$ cat config.mk
export PLATFORM = sky130hd
export DESIGN_NAME = axi_stream_strip_header
export DESIGN_NICKNAME = d
export VERILOG_FILES = /design/src/rtl/axis_strip_pkg.sv /design/src/rtl/axi_stream_strip_header_reg_slice.sv /design/src/rtl/axi_stream_strip_header.sv
export SDC_FILE = /design/constraint.sdc
export NUM_CORES = 1
export LEC_CHECK = 0
export ABC_AREA = 1
export ABC_CLOCK_PERIOD_IN_PS = 3000
export CAP_MARGIN = 20
export CORE_MARGIN = 2
export CORE_UTILIZATION = 40
export DETAILED_ROUTE_END_ITERATION = 7
export HOLD_SLACK_MARGIN = 0.05
export SYNTH_ARGS = -nofsm -noshare
export SYNTH_HDL_FRONTEND = slang
export SYNTH_SLANG_ARGS = --single-unit
$ cat constraint.sdc
create_clock -name clk -period 3 [get_ports clk]
set_input_delay 0.6 -clock clk [delete_from_list [all_inputs] [get_ports clk]]
set_output_delay 0.6 -clock clk [all_outputs]
set_load 0.02 [all_outputs]
$ cat src/rtl/axis_strip_pkg.sv
// axis_strip_pkg: shared types, FSM states and byte-lane helpers for the header strip stage
package axis_strip_pkg;
  localparam int DW = 32;
  localparam int BW = DW / 8;
  localparam int CW = $clog2(BW) + 1;
  typedef logic [DW-1:0] data_t;
  typedef logic [BW-1:0] keep_t;
  typedef logic [CW-1:0] cnt_t;
  typedef enum logic [1:0] {IDLE, HEAD, BODY, TAIL} state_t;
  function automatic cnt_t popcount(input keep_t k);
    cnt_t c;
    c = '0;
    for (int i = 0; i < BW; i++) c = c + cnt_t'(k[i]);
    return c;
  endfunction
  function automatic keep_t msb_mask(input cnt_t c);
    keep_t ones;
    ones = '1;
    return ~(ones >> c);
  endfunction
  function automatic data_t lane_mask(input keep_t k);
    data_t m;
    for (int i = 0; i < BW; i++) m[8*i +: 8] = {8{k[i]}};
    return m;
  endfunction
  function automatic data_t shl_bytes(input data_t d, input int c);
    return d << (8 * c);
  endfunction
  function automatic data_t shr_bytes(input data_t d, input int c);
    return d >> (8 * c);
  endfunction
endpackage

$ cat src/rtl/axi_stream_strip_header_reg_slice.sv
// axi_stream_reg_slice: one-entry valid/ready register for data, keep and last
module axi_stream_reg_slice #(
  parameter int DW = 32,
  parameter int KW = DW / 8
) (
  input  logic          clk,
  input  logic          rst,
  input  logic          valid_in,
  output logic          ready_in,
  input  logic [DW-1:0] data_in,
  input  logic [KW-1:0] keep_in,
  input  logic          last_in,
  output logic          valid_out,
  input  logic          ready_out,
  output logic [DW-1:0] data_out,
  output logic [KW-1:0] keep_out,
  output logic          last_out
);
  assign ready_in = !valid_out || ready_out;
  always_ff @(posedge clk)
    if (rst) begin
      valid_out <= 1'b0;
      data_out <= '0;
      keep_out <= '0;
      last_out <= 1'b0;
    end else if (ready_in) begin
      valid_out <= valid_in;
      if (valid_in) begin
        data_out <= data_in;
        keep_out <= keep_in;
        last_out <= last_in;
      end
    end
endmodule

$ cat src/rtl/axi_stream_strip_header.sv
// axi_stream_strip_header: strips N leading bytes per packet onto a header channel and re-packs the payload
module axi_stream_strip_header
  import axis_strip_pkg::*;
#(
  parameter int DATA_WD = DW,
  parameter int DATA_BYTE_WD = DATA_WD / 8,
  parameter int BYTE_CNT_WD = $clog2(DATA_BYTE_WD)
) (
  input  logic                    clk,
  input  logic                    rst,
  input  logic                    valid_in,
  output logic                    ready_in,
  input  logic [DATA_WD-1:0]      data_in,
  input  logic [DATA_BYTE_WD-1:0] keep_in,
  input  logic                    last_in,
  input  logic                    valid_strip,
  output logic                    ready_strip,
  input  logic [BYTE_CNT_WD-1:0]  strip_cnt,
  output logic                    valid_hdr,
  input  logic                    ready_hdr,
  output logic [DATA_WD-1:0]      data_hdr,
  output logic [DATA_BYTE_WD-1:0] keep_hdr,
  output logic                    valid_out,
  input  logic                    ready_out,
  output logic [DATA_WD-1:0]      data_out,
  output logic [DATA_BYTE_WD-1:0] keep_out,
  output logic                    last_out,
  output logic                    short_pkt
);
  state_t state;
  logic [BYTE_CNT_WD-1:0] n;
  data_t res, din, pd, hd, s_data, h_data;
  cnt_t res_cnt, m, total;
  keep_t pk, hk, s_keep, h_keep;
  logic short_q, pay_rdy, hdr_rdy, rdy, acc, pv, pl, hv, s_valid, s_last, h_valid, h_last, fits;
  assign din = data_in & lane_mask(keep_in);
  assign m = popcount(keep_in);
  assign total = res_cnt + m;
  assign fits = last_in && total <= cnt_t'(BW);
  assign rdy = (state == HEAD && hdr_rdy && pay_rdy) || (state == BODY && pay_rdy);
  assign acc = !rst && valid_in && rdy;
  assign pv = state == TAIL || (acc && (state == BODY || (last_in && m > cnt_t'(n))));
  assign pd = state == TAIL ? res : state == HEAD ? shl_bytes(din, int'(n)) : res | shr_bytes(din, int'(res_cnt));
  assign pk = state == BODY && !fits ? '1 : msb_mask(state == TAIL ? res_cnt : state == HEAD ? m - cnt_t'(n) : total);
  assign pl = state != BODY || fits;
  assign hv = acc && state == HEAD;
  assign hd = shr_bytes(din, BW - int'(n));
  assign hk = keep_in >> (BW - int'(n));
  always_ff @(posedge clk)
    if (rst) begin
      state <= IDLE;
      n <= '0;
      res <= '0;
      res_cnt <= '0;
      short_q <= 1'b0;
    end else begin
      short_q <= hv && last_in && m <= cnt_t'(n);
      case (state)
        IDLE: if (valid_strip) begin
          n <= strip_cnt;
          res <= '0;
          res_cnt <= '0;
          state <= strip_cnt == '0 ? BODY : HEAD;
        end
        HEAD: if (acc) begin
          res <= shl_bytes(din, int'(n));
          res_cnt <= cnt_t'(BW) - cnt_t'(n);
          state <= last_in ? IDLE : BODY;
        end
        BODY: if (acc) begin
          res <= shl_bytes(din, BW - int'(res_cnt));
          res_cnt <= last_in ? total - cnt_t'(BW) : res_cnt;
          state <= !last_in ? BODY : fits ? IDLE : TAIL;
        end
        TAIL: if (pay_rdy) state <= IDLE;
        default: state <= IDLE;
      endcase
    end
  axi_stream_reg_slice #(.DW(DATA_WD), .KW(DATA_BYTE_WD)) u_pay (
    .clk(clk), .rst(rst),
    .valid_in(pv), .ready_in(pay_rdy), .data_in(pd), .keep_in(pk), .last_in(pl),
    .valid_out(s_valid), .ready_out(ready_out), .data_out(s_data), .keep_out(s_keep), .last_out(s_last)
  );
  axi_stream_reg_slice #(.DW(DATA_WD), .KW(DATA_BYTE_WD)) u_hdr (
    .clk(clk), .rst(rst),
    .valid_in(hv), .ready_in(hdr_rdy), .data_in(hd), .keep_in(hk), .last_in(1'b1),
    .valid_out(h_valid), .ready_out(ready_hdr), .data_out(h_data), .keep_out(h_keep), .last_out(h_last)
  );
  assign ready_strip = !rst && state == IDLE;
  assign ready_in = !rst && rdy;
  assign valid_out = !rst && s_valid;
  assign data_out = rst ? '0 : s_data;
  assign keep_out = rst ? '0 : s_keep;
  assign last_out = !rst && s_last;
  assign valid_hdr = !rst && h_valid && h_last;
  assign data_hdr = rst ? '0 : h_data;
  assign keep_hdr = rst ? '0 : h_keep;
  assign short_pkt = !rst && short_q;
endmodule

## Word level (Yosys, flattened, before mapping)

Cells that the tools add are included.

- Register bits after elaboration: 116
- Input port bits: 45
- Output and inout bits: 78
- Word-level logic and storage cells: 108

- $add $sub $neg: 9
- Order comparisons: 3
- Equality and inequality tests: 9
- Shift-type cells: 6
- Multiplexer cells: 27
- Bitwise gates (word level): 3
- Reduce and logical (&&, ||, !) cells: 38

Operators with widths:

| operator | count |
|---|---|
| 32-bit two-way mux | 7 |
| 32-bit case mux with 3 select lines | 1 |
| 32-bit bitwise AND | 1 |
| 32-bit OR | 1 |
| 32-bit by 32-bit << shifter with 32-bit output | 1 |
| 32-bit by 5-bit << shifter with 32-bit output | 1 |
| 32-bit by 32-bit right shift with 32-bit output | 1 |
| 32-bit by 6-bit right shift with 32-bit output | 1 |
| 4-bit by 32-bit right shift with 4-bit output | 1 |
| 1-bit logical AND | 19 |
| 3-bit two-way mux | 6 |
| 2-bit two-way mux | 8 |
| 4-bit two-way mux | 3 |
| 2-bit inequality test (second input constant) | 6 |
| 3-bit case mux with 3 select lines | 1 |
| 2-bit case mux with 4 select lines | 1 |
| 4-bit AND reduction | 2 |
| 1-bit logical OR | 6 |
| 2-bit AND reduction | 3 |
| 5-bit AND reduction | 1 |
| 2-bit equality test (second input constant) | 2 |
| 1-bit zero test | 4 |
| 2-bit zero test | 2 |
| 4-bit NOT | 1 |
| other kinds (15) | 15 |

## Logic depth before layout (Yosys ltp)

Gate-level depths: netlist of the first run.

- Depth in word-level cells: 10
- Depth in mapped cells: 16
- Depth with buffers taken out: 15

## Cells and area by module

Synthesis of the first run repeated with hierarchy kept, for this count alone.

- Cell total of the unflattened synthesis: 1636
- Area, all modules: 9466.6 µm²

By module, submodules not included:

| module | times used | cells an instance | area each (µm²) | seq. area each (µm²) |
|---|---|---|---|---|
| axi_stream_strip_header | 1 | 1142 | 5743.0 | 800.8 |
| axi_stream_reg_slice | 2 | 247 | 1861.8 | 760.7 |

## Worst setup path before layout of the first run

No wires, ideal clock.

- Kind: input-to-reg
- Start: input port keep_in[0]
- End: register u_pay.keep_out[3]
- Library setup time: 0.113 ns
- Arrival: 2.691 ns
- Data required time: 2.887 ns
- Slack: 0.196 ns
- Stages: 14
- Buffers on the path: 0
- Cell sequence: fa_1 > ha_1 > ha_1 > fa_1 > inv_1 > nand2_1 > nand2_1 > nand2_1 > nand3_1 > nand2_1 > inv_1 > nand4_1 > nor2_1 > nor2_1

- Word-level cells in the longest chain between the ends: 9
- Elaborated cells on any way between the ends: 20
- Those cells by class: add/sub: 5; order compare: 2; shift: 1; mux: 3; bitwise: 1; reduce/logical: 8

Ends and longest elaborated chain:

| item | line | RTL |
|---|---|---|
| start, declared | axi_stream_strip_header.sv:14 | `input logic [DATA_BYTE_WD-1:0] keep_in,` |
| 1-bit by 1-bit adder with 2-bit output * | axis_strip_pkg.sv:13 | `for (int i = 0; i < BW; i++) c = c + cnt_t'(k[i]);` |
| 2-bit by 1-bit adder with 3-bit output * | axis_strip_pkg.sv:13 |  |
| 3-bit by 1-bit adder with 3-bit output * | axis_strip_pkg.sv:13 |  |
| 3-bit adder, or another cell as far along | axi_stream_strip_header.sv:38 | `assign total = res_cnt + m;` |
| 3-bit two-way mux, or another cell as far along (2 in series) | axi_stream_strip_header.sv:44 | `assign pk = state == BODY && !fits ? '1 : msb_mask(state == TAIL ? res_cnt : state == HEAD ? m - cnt_t'(n) : t ...` |
| 4-bit by 3-bit right shift with 4-bit output, or another cell as far along | axis_strip_pkg.sv:19 | `return ~(ones >> c);` |
| 4-bit NOT, or another cell as far along | axis_strip_pkg.sv:19 |  |
| 4-bit two-way mux / 2-bit AND reduction (equally long branches) | n/a |  |
| end signal, assigned | axi_stream_strip_header_reg_slice.sv:30 | `keep_out <= keep_in;` |
| end, declared | axi_stream_strip_header_reg_slice.sv:16 | `output logic [KW-1:0] keep_out,` |

Mark *: on every way between the ends. The rest lies on a longest branch, timed or not.
A chain may end at the register's enable or synchronous reset.

## Worst setup path after layout of the first run

- Start: register state[1]
- End: output port ready_in

- Word-level cells in the longest chain between the ends: 5
- Elaborated cells on any way between the ends: 7
- Those cells by class: eq/ne: 2; reduce/logical: 5

Ends and longest elaborated chain:

| item | line | RTL |
|---|---|---|
| start, declared | axi_stream_strip_header.sv:30 | `state_t state;` |
| start signal, assigned | axi_stream_strip_header.sv:63 | `state <= strip_cnt == '0 ? BODY : HEAD;` |
| start signal, assigned | axi_stream_strip_header.sv:68 | `state <= last_in ? IDLE : BODY;` |
| start signal, assigned | axi_stream_strip_header.sv:73 | `state <= !last_in ? BODY : fits ? IDLE : TAIL;` |
| 2-bit by 1-bit equality test with 1-bit output | axi_stream_strip_header.sv:40 | `assign rdy = (state == HEAD && hdr_rdy && pay_rdy) \|\| (state == BODY && pay_rdy);` |
| 1-bit logical AND (2 in series) | axi_stream_strip_header.sv:40 |  |
| 1-bit logical OR * | axi_stream_strip_header.sv:40 |  |
| 1-bit logical AND * | axi_stream_strip_header.sv:90 | `assign ready_in = !rst && rdy;` |
| end, declared | axi_stream_strip_header.sv:12 | `output logic ready_in,` |

Marks and branches as above.

==> impl_metrics.yaml, run 1 <==
floorplan:
  die_area_mm2: 0.0219
  ios: 123
  core_mm2: 0.0203
  initial_core_util_pct: 40.8
  rows: 52
  fp.dieH_um: 148
  fp.dieW_um: 148
timing:
  hold_violations: 0
  min_period_ns: 2.89
  fin_crit_sh_pct: 96.2
  setup-violations-final: 0
  holdWs_ns: 0.465
  maxSlewViolCount: 0
  tightest_slew_ns: 0.642
  skew_ns: 0.0169
  fmax_mhz: 346
  layout_setup_ws_ns: 0.114
  slew_headroom_pct: 57.1
  rsz0062_at_grt: "yes"
  setup_tns_ns: 0
layout:
  multi_input_area_mm2: 0.00486
  syn_to_final_growth_pct: 27.3
  ff_latch_area_mm2: 0.00232
  layout-drive-gt1-share_pct: 9.08
  num-nets-final: 1600
  fill_cells: 2186
  insertedDiodeCount: 0
worst_hold_path:
  hold_path_depth: 2
  worstHoldStart: "res[7]"
  whs_endpoint: "res[7]"
  hold_class: "reg -> reg"
global_routing:
  grt_max_degree: 53
  overflow: 0
  first_global_vias: 8687
  grt_pass1_wl_um: 47100
  antenna_found_initial: 0
  grt_util_all_layers_pct: 27.7
synth:
  muxShareOfSynthArea_pct: 0
  synth_simple_gate_area_share_pct: 38.8
  synth.cell_area_mm2: 0.00827
  syn_nets: 1482
  synth_top_flop_cell: "dfxtp_1"
  synth_fa_ha_area_share_pct: 2.63
  synth_top_family_by_area: "simple AND/OR/NAND/NOR gates"
  async_reset_ff_share_pct: 0
  ys_warn_count: 0
  synthXorXnorAreaFrac_pct: 0
  avgSynthCellArea_um2: 5.82
  synth-compound-area-share_pct: 16.6
  post-synth-top-count-cell: "nand2_1"
  synth_commonest_cells: "nand2_1 (420), nor2_1 (253), inv_1 (171)"
  ys_types: 40
  synth_edf_count: 0
  seq_area_frac_synth_pct: 28.1
  ys_seq_elements: 116
  synth_cells: 1422
  synth_top_area_share_pct: 28.1
  yosys.area.top_type: "dfxtp_1"
  synth_area_leaders: "dfxtp_1 (28%), nand2_1 (19%), nor2_1 (11%), inv_1 (7.8%), a21oi_1 (6.1%)"
clocking:
  clk_pin_slew_worst_paths_ns: 0.06
  clock_sinks: 116
  cts_buffer_depth: 2
  cts_tree: "done"
  clk_latency_ns: 0.43
  ctsHtreeMaxLevel: 4
  numCtsBuffers: 17
  cts-root-buf: "clkbuf_16"
  cts_hold_buf: 0
route:
  vias_per_cell: 5.13
  routedWlPerCell_um: 16.8
  wl_um: 30500
  drt_pre_antenna_iters: 7
  drt_iter0_drc: 842
  antenna_left: 0
  drc: 0
  num_vias: 9357
setup_path:
  cp.required_ns: 2.40
  rr_worst_depth: 8
  start_kind: "flip-flop"
  r2r_setup_slack_ns: 0.41
  reg2reg_from: "n[1]"
  crit_path_max_fanout: 11
  worstSetupEndpointType: "output port"
  r2r-end: "u_hdr.data_out[1]"
  crit_type: "reg -> out"
  cp_data_arrival_time_ns: 2.29
place:
  port_buffers: 122
  pre_cts_ws_ns: -0.517
  dp_hpwl_um: 22900
  place_congestion: 0.994
pwr:
  power_leakage_nw: 4.82
  vdd_drop_max_mv: 0.344
  power_density_mw_per_mm2: 639
status:
  status: "completed"
job:
  drv_cap: 0
## power by group
group / leakage [nW] / switching (mW) / internal (mW) / total, mW
clock: 0.298 / 0.808 / 1.34 / 2.15
sequential: 0.937 / 0.0631 / 1.68 / 1.74
combinational: 3.58 / 1.93 / 0.916 / 2.84
## layout by cell type, fill, tap and decap left out, drive strengths merged, types with 3 or more instances in the layout
cell type	count
clkbuf	18
clkinv	9
a211oi	3
ha	11
o22ai	12
clkdlybuf4s50	118
nand2	429
inv	184
nor2	259
a21boi	4
o21ai	77
o211ai	7
nand3	91
nor3	9
o21a	11
buf	56
a21oi	101
a22o	5
bufinv	3
fa	4
o31ai	12
dfxtp	116
## kinds of logic after synthesis
| family | after synthesis |
|---|---|
| AND/OR/NAND/NOR | 792 |
| adder cells (fa/ha/maj) | 15 |
| flip-flops | 116 |
| AO/OA/AOI/OAI | 236 |
| buffers and inverters | 263 |
## what timing repair did
item,in CTS,in global routing
endpoints found under the setup margin,9,41
setup buffers,0,2
endpoints found under the hold margin,0,0
pin swaps,2,1
resized for setup,10,6
cloned,0,4
## final cells by class
type / instances / share of cell area, %
Sequential cell: 116 / 22.1
Timing Repair inverter: 3 / 0.249
Inverter: 181 / 6.57
Clock inverter: 14 / 1.68
Multi-Input combinational cell: 1044 / 46.1
Clock buffer: 18 / 4.17
Timing Repair Buffer: 177 / 16.0
Tap cell: 270 / 3.21
## worst max-delay path by stage
stage | to | start | slack, ns
3_5_place_dp | u_pay.keep_out[3] | keep_in[0] | -0.52
3_3_place_gp | u_pay.keep_out[2] | keep_in[0] | -0.50
5_1_grt | u_pay.data_out[25] | keep_in[3] | -0.01
2_1_floorplan | u_pay.keep_out[3] | keep_in[0] | 0.20
6_report | ready_in | state[1] | 0.11
4_1_cts | u_pay.data_out[27] | keep_in[0] | 0.01
## flip-flops by register name (all words and copies together), names as in the netlist
register         count
res                 32
state                2
u_hdr.last_out       1
u_pay.data_out      32
short_q              1
res_cnt              3
u_hdr.data_out      32
u_hdr.valid_out      1
n                    2
u_pay.valid_out      1
u_hdr.keep_out       4
u_pay.last_out       1
u_pay.keep_out       4
## layer usage
metal,vias to the layer above,GRT usage (%),wire length [um]
met2,352,45.9,14400
met1,4264,37.0,13400
met3,56,4.01,1830
met5,-,0,0
met4,0,9.48,887
li1,4685,-,-
## per-stage QoR
step,power (mW),instances,util [%],area (um2)
floorplan,3.59,1422,-,8270
finish,6.73,1823,51.9,10500
detailed placement,4.51,1785,48.3,9800
CTS,6.69,1817,51.5,10500
global placement,4.52,1785,48.3,9800
global route,7.11,1823,51.9,10500
## critical path, stage by stage, from the launching register on
cell             delay [ns]
dfxtp_1                0.33
inv_1                  0.11
ha_2                   0.26
inv_2                  0.19
nand2_4                0.14
nand3_2                0.09
nor2_2                 0.11
clkdlybuf4s50_1        0.61
No activity file was read; power rests on OpenSTA's default activity.
==> run 2, diff against run 1 <==
--- a/config.mk
+++ b/config.mk
@@ -14,4 +14,5 @@
 export HOLD_SLACK_MARGIN = 0.05
 export SYNTH_ARGS = -nofsm -noshare
 export SYNTH_HDL_FRONTEND = slang
+export SYNTH_HIERARCHICAL = 1
 export SYNTH_SLANG_ARGS = --single-unit
==> run 2 against run 1 <==
Effect of this change: cell count grew 13%; highest routed layer unchanged; register-to-register slack gained 0.02 ns; critical path type is now in -> reg; wire length grew 7.4%; sequential share of layout area shrank 2.4 points; via count grew 12%.
==> impl_metrics.yaml, run 2 <==
layout:
  multi_input_area_mm2: 0.00567
  insertedDiodeCount: 0
  syn_to_final_growth_pct: 25.0
  final_common_cell: "nand2_1"
  num-nets-final: 1790
  final_cell_mix: "nand2_1 (474), nor2_1 (224), inv_1 (223)"
  ff_latch_area_mm2: 0.00232
  layout-drive-gt1-share_pct: 12.0
  fill_cells: 2468
  top_regs: "res x32, u_hdr/data_out x32, u_pay/data_out x32"
  stdcell_count: 2059
floorplan:
  initial_core_util_pct: 40.6
  fp.dieW_um: 158
  rows: 56
  ios: 123
  die_area_mm2: 0.0249
  core_mm2: 0.0233
  fp.dieH_um: 158
global_routing:
  use_met2_pct: 45.6
  met3_usage_pct: 3.39
  grt_pass1_wl_um: 51600
  antenna_found_initial: 0
  grt_max_degree: 76
  grt_util_all_layers_pct: 26.7
  overflow: 0
  first_global_vias: 9835
  use_met1_pct: 33.8
  grt.busiest_layer: "met2"
route:
  drt_iter0_drc: 811
  routedWlPerCell_um: 15.9
  drc: 0
  num_vias: 10491
  drt_pre_antenna_iters: 5
  antenna_left: 0
  vias_per_cell: 5.10
  wl_um: 32800
timing:
  layout_setup_ws_ns: 0.0634
  slew_headroom_pct: 37.5
  tightest_slew_ns: 0.938
  fmax_mhz: 341
  min_period_ns: 2.94
  maxSlewViolCount: 0
  skew_ns: 0.0161
  rsz0062_at_grt: "yes"
  fin_crit_sh_pct: 97.9
  setup-violations-final: 0
  hold_violations: 0
pwr:
  comb_power_share_pct: 50.0
  p_int_mw: 4.64
  vdd_drop_max_mv: 0.724
  p_sw_share_pct: 43.2
  power_frac_seq_pct: 22.8
  power_density_mw_per_mm2: 691
  switchingPower_mw: 3.53
  power_leakage_nw: 5.21
  power.clock.fraction_pct: 27.2
setup_path:
  reg2reg_from: "n[1]"
  start_kind: "input pin"
  worstSetupEndpointType: "flip-flop"
  crit_type: "in -> reg"
  r2r_setup_slack_ns: 0.43
  crit_path_max_fanout: 7
  r2r-end: "u_pay/data_out[9]"
  cp.required_ns: 3.32
  rr_worst_depth: 13
  cp_data_arrival_time_ns: 3.26
clocking:
  cts_tree: "done"
  clk_pin_slew_worst_paths_ns: 0.06
  ctsHtreeMaxLevel: 4
  numCtsBuffers: 17
  clock_sinks: 116
  cts_buffer_depth: 2
  clk_latency_ns: 0.44
  cts-root-buf: "clkbuf_16"
  cts_hold_buf: 0
synth:
  synth_cells: 1636
  synth_area_leaders: "dfxtp_1 (25%), nand2_1 (19%), nor2_1 (8.9%), inv_1 (8.9%), a21oi_1 (6.8%)"
  ys_types: 40
  synth.cell_area_mm2: 0.00947
  ys_seq_elements: 116
  syn_nets: 1696
  async_reset_ff_share_pct: 0
  seq_area_frac_synth_pct: 24.5
  post-synth-top-count-cell: "nand2_1"
  synth_top_flop_cell: "dfxtp_1"
  yosys.area.top_type: "dfxtp_1"
  avgSynthCellArea_um2: 5.79
  synth_edf_count: 0
  ys_warn_count: 6
  synth_commonest_cells: "nand2_1 (477), nor2_1 (225), inv_1 (224)"
  synth_top_area_share_pct: 24.5
place:
  dp_hpwl_um: 23800
  place_congestion: 0.922
  pre_cts_ws_ns: -0.708
  placed_cells: 2020
  port_buffers: 122
job:
  drv_cap: 0
worst_hold_path:
  whs_endpoint: "res[29]"
  hold_class: "reg -> reg"
  hold_path_depth: 2
  worstHoldStart: "res[29]"
status:
  status: "completed"
run 2: changes by cell type in the layout (fill, tap and decap cells not counted), sizes merged, moves of 5 or more:
cell	previous run	this run
clkbuf	18	25
nand2	429	482
clkinv	9	3
buf	56	64
a21oi	101	168
nor2	259	232
o31ai	12	6
a22o	5	0
nand3b	1	9
inv	184	235
nand3	91	142
run 2: cell type report:
type	count	share of cell area, %
multi-input combinational	1174	47.9
sequential	116	19.6
timing repair buffer	186	16.4
inverter	235	7.46
clock buffer	21	3.98
tap	319	3.37
clock inverter	8	1.27
run 2: critical path, stage by stage:
cell and delay, ns:
buf_6 0.10, fa_1 0.52, ha_4 0.20, fa_1 0.47, nand2_1 0.09, nor2_1 0.04
o21a_1 0.20, nand2_1 0.09, a21oi_2 0.06, or2_4 0.26, clkbuf_16 0.17, clkbuf_16 0.16
buf_4 0.13, a21oi_2 0.12, nor2_1 0.04
run 2: timing repair:
| action | in CTS | in global routing |
|---|---|---|
| setup buffers | 1 | 4 |
| cloned | 3 | 3 |
| gates resized for setup | 18 | 23 |
| pin swaps | 7 | 16 |
| endpoints found under the setup margin | 38 | 39 |
run 2: logic make-up (layout without fill, tap and decap cells):
group                      count (synthesis)  after routing  synth area share (%)
and+or+nand+nor                          882            882                  39.4
buffers and inverters                    346            450                  16.9
AOI/OAI and AO/OA                        275            275                  16.8
DFF                                      116            116                  24.5
adders and majority gates                 15             15                  2.30
other                                      1              1                0.0396
xor gates and xnor gates                   1              1                0.0925
run 2: power groups by stage:
stage	clock, mW	combinational [mW]	sequential (mW)
5_1_grt	2.31	4.50	1.88
6_report	2.22	4.08	1.86
3_5_place_dp	0	3.81	1.89
4_1_cts	2.25	3.94	1.86
2_1_floorplan	0	2.69	1.84
3_3_place_gp	0	3.80	1.89
run 2: worst max-delay path by stage:
stage	startpoint	end	slack, ns	cells after the start
2_1_floorplan	keep_in[3]	u_pay/keep_out[2]	0.01	15
6_report	keep_in[1]	u_pay/data_out[9]	0.06	15
5_1_grt	keep_in[1]	u_pay/data_out[6]	-0.03	15
4_1_cts	keep_in[1]	u_pay/data_out[8]	0.009	14
3_3_place_gp	keep_in[3]	u_pay/keep_out[2]	-0.67	14
3_5_place_dp	keep_in[3]	u_pay/keep_out[2]	-0.71	14
run 2: routing by layer:
| metal | part of all wire, % | vias to the layer above |
|---|---|---|
| li1 | - | 5277 |
| met1 | 44 | 4827 |
| met2 | 48 | 309 |
| met3 | 5.2 | 78 |
| met4 | 3.6 | 0 |
| met5 | 0 | - |
run 2: stage by stage:
stage	hold slack (ns)	total power [mW]	TNS, ns	utilization (%)	area (um2)
after floorplan	0.441	4.53	0	-	9510
after global placement	0.450	5.69	-23.02	46.8	10900
after detailed placement	0.452	5.70	-26.12	46.8	10900
after CTS	0.461	8.05	0	50.0	11700
after global routing	0.473	8.69	-0.0985	50.7	11800
final	0.460	8.17	0	50.7	11800
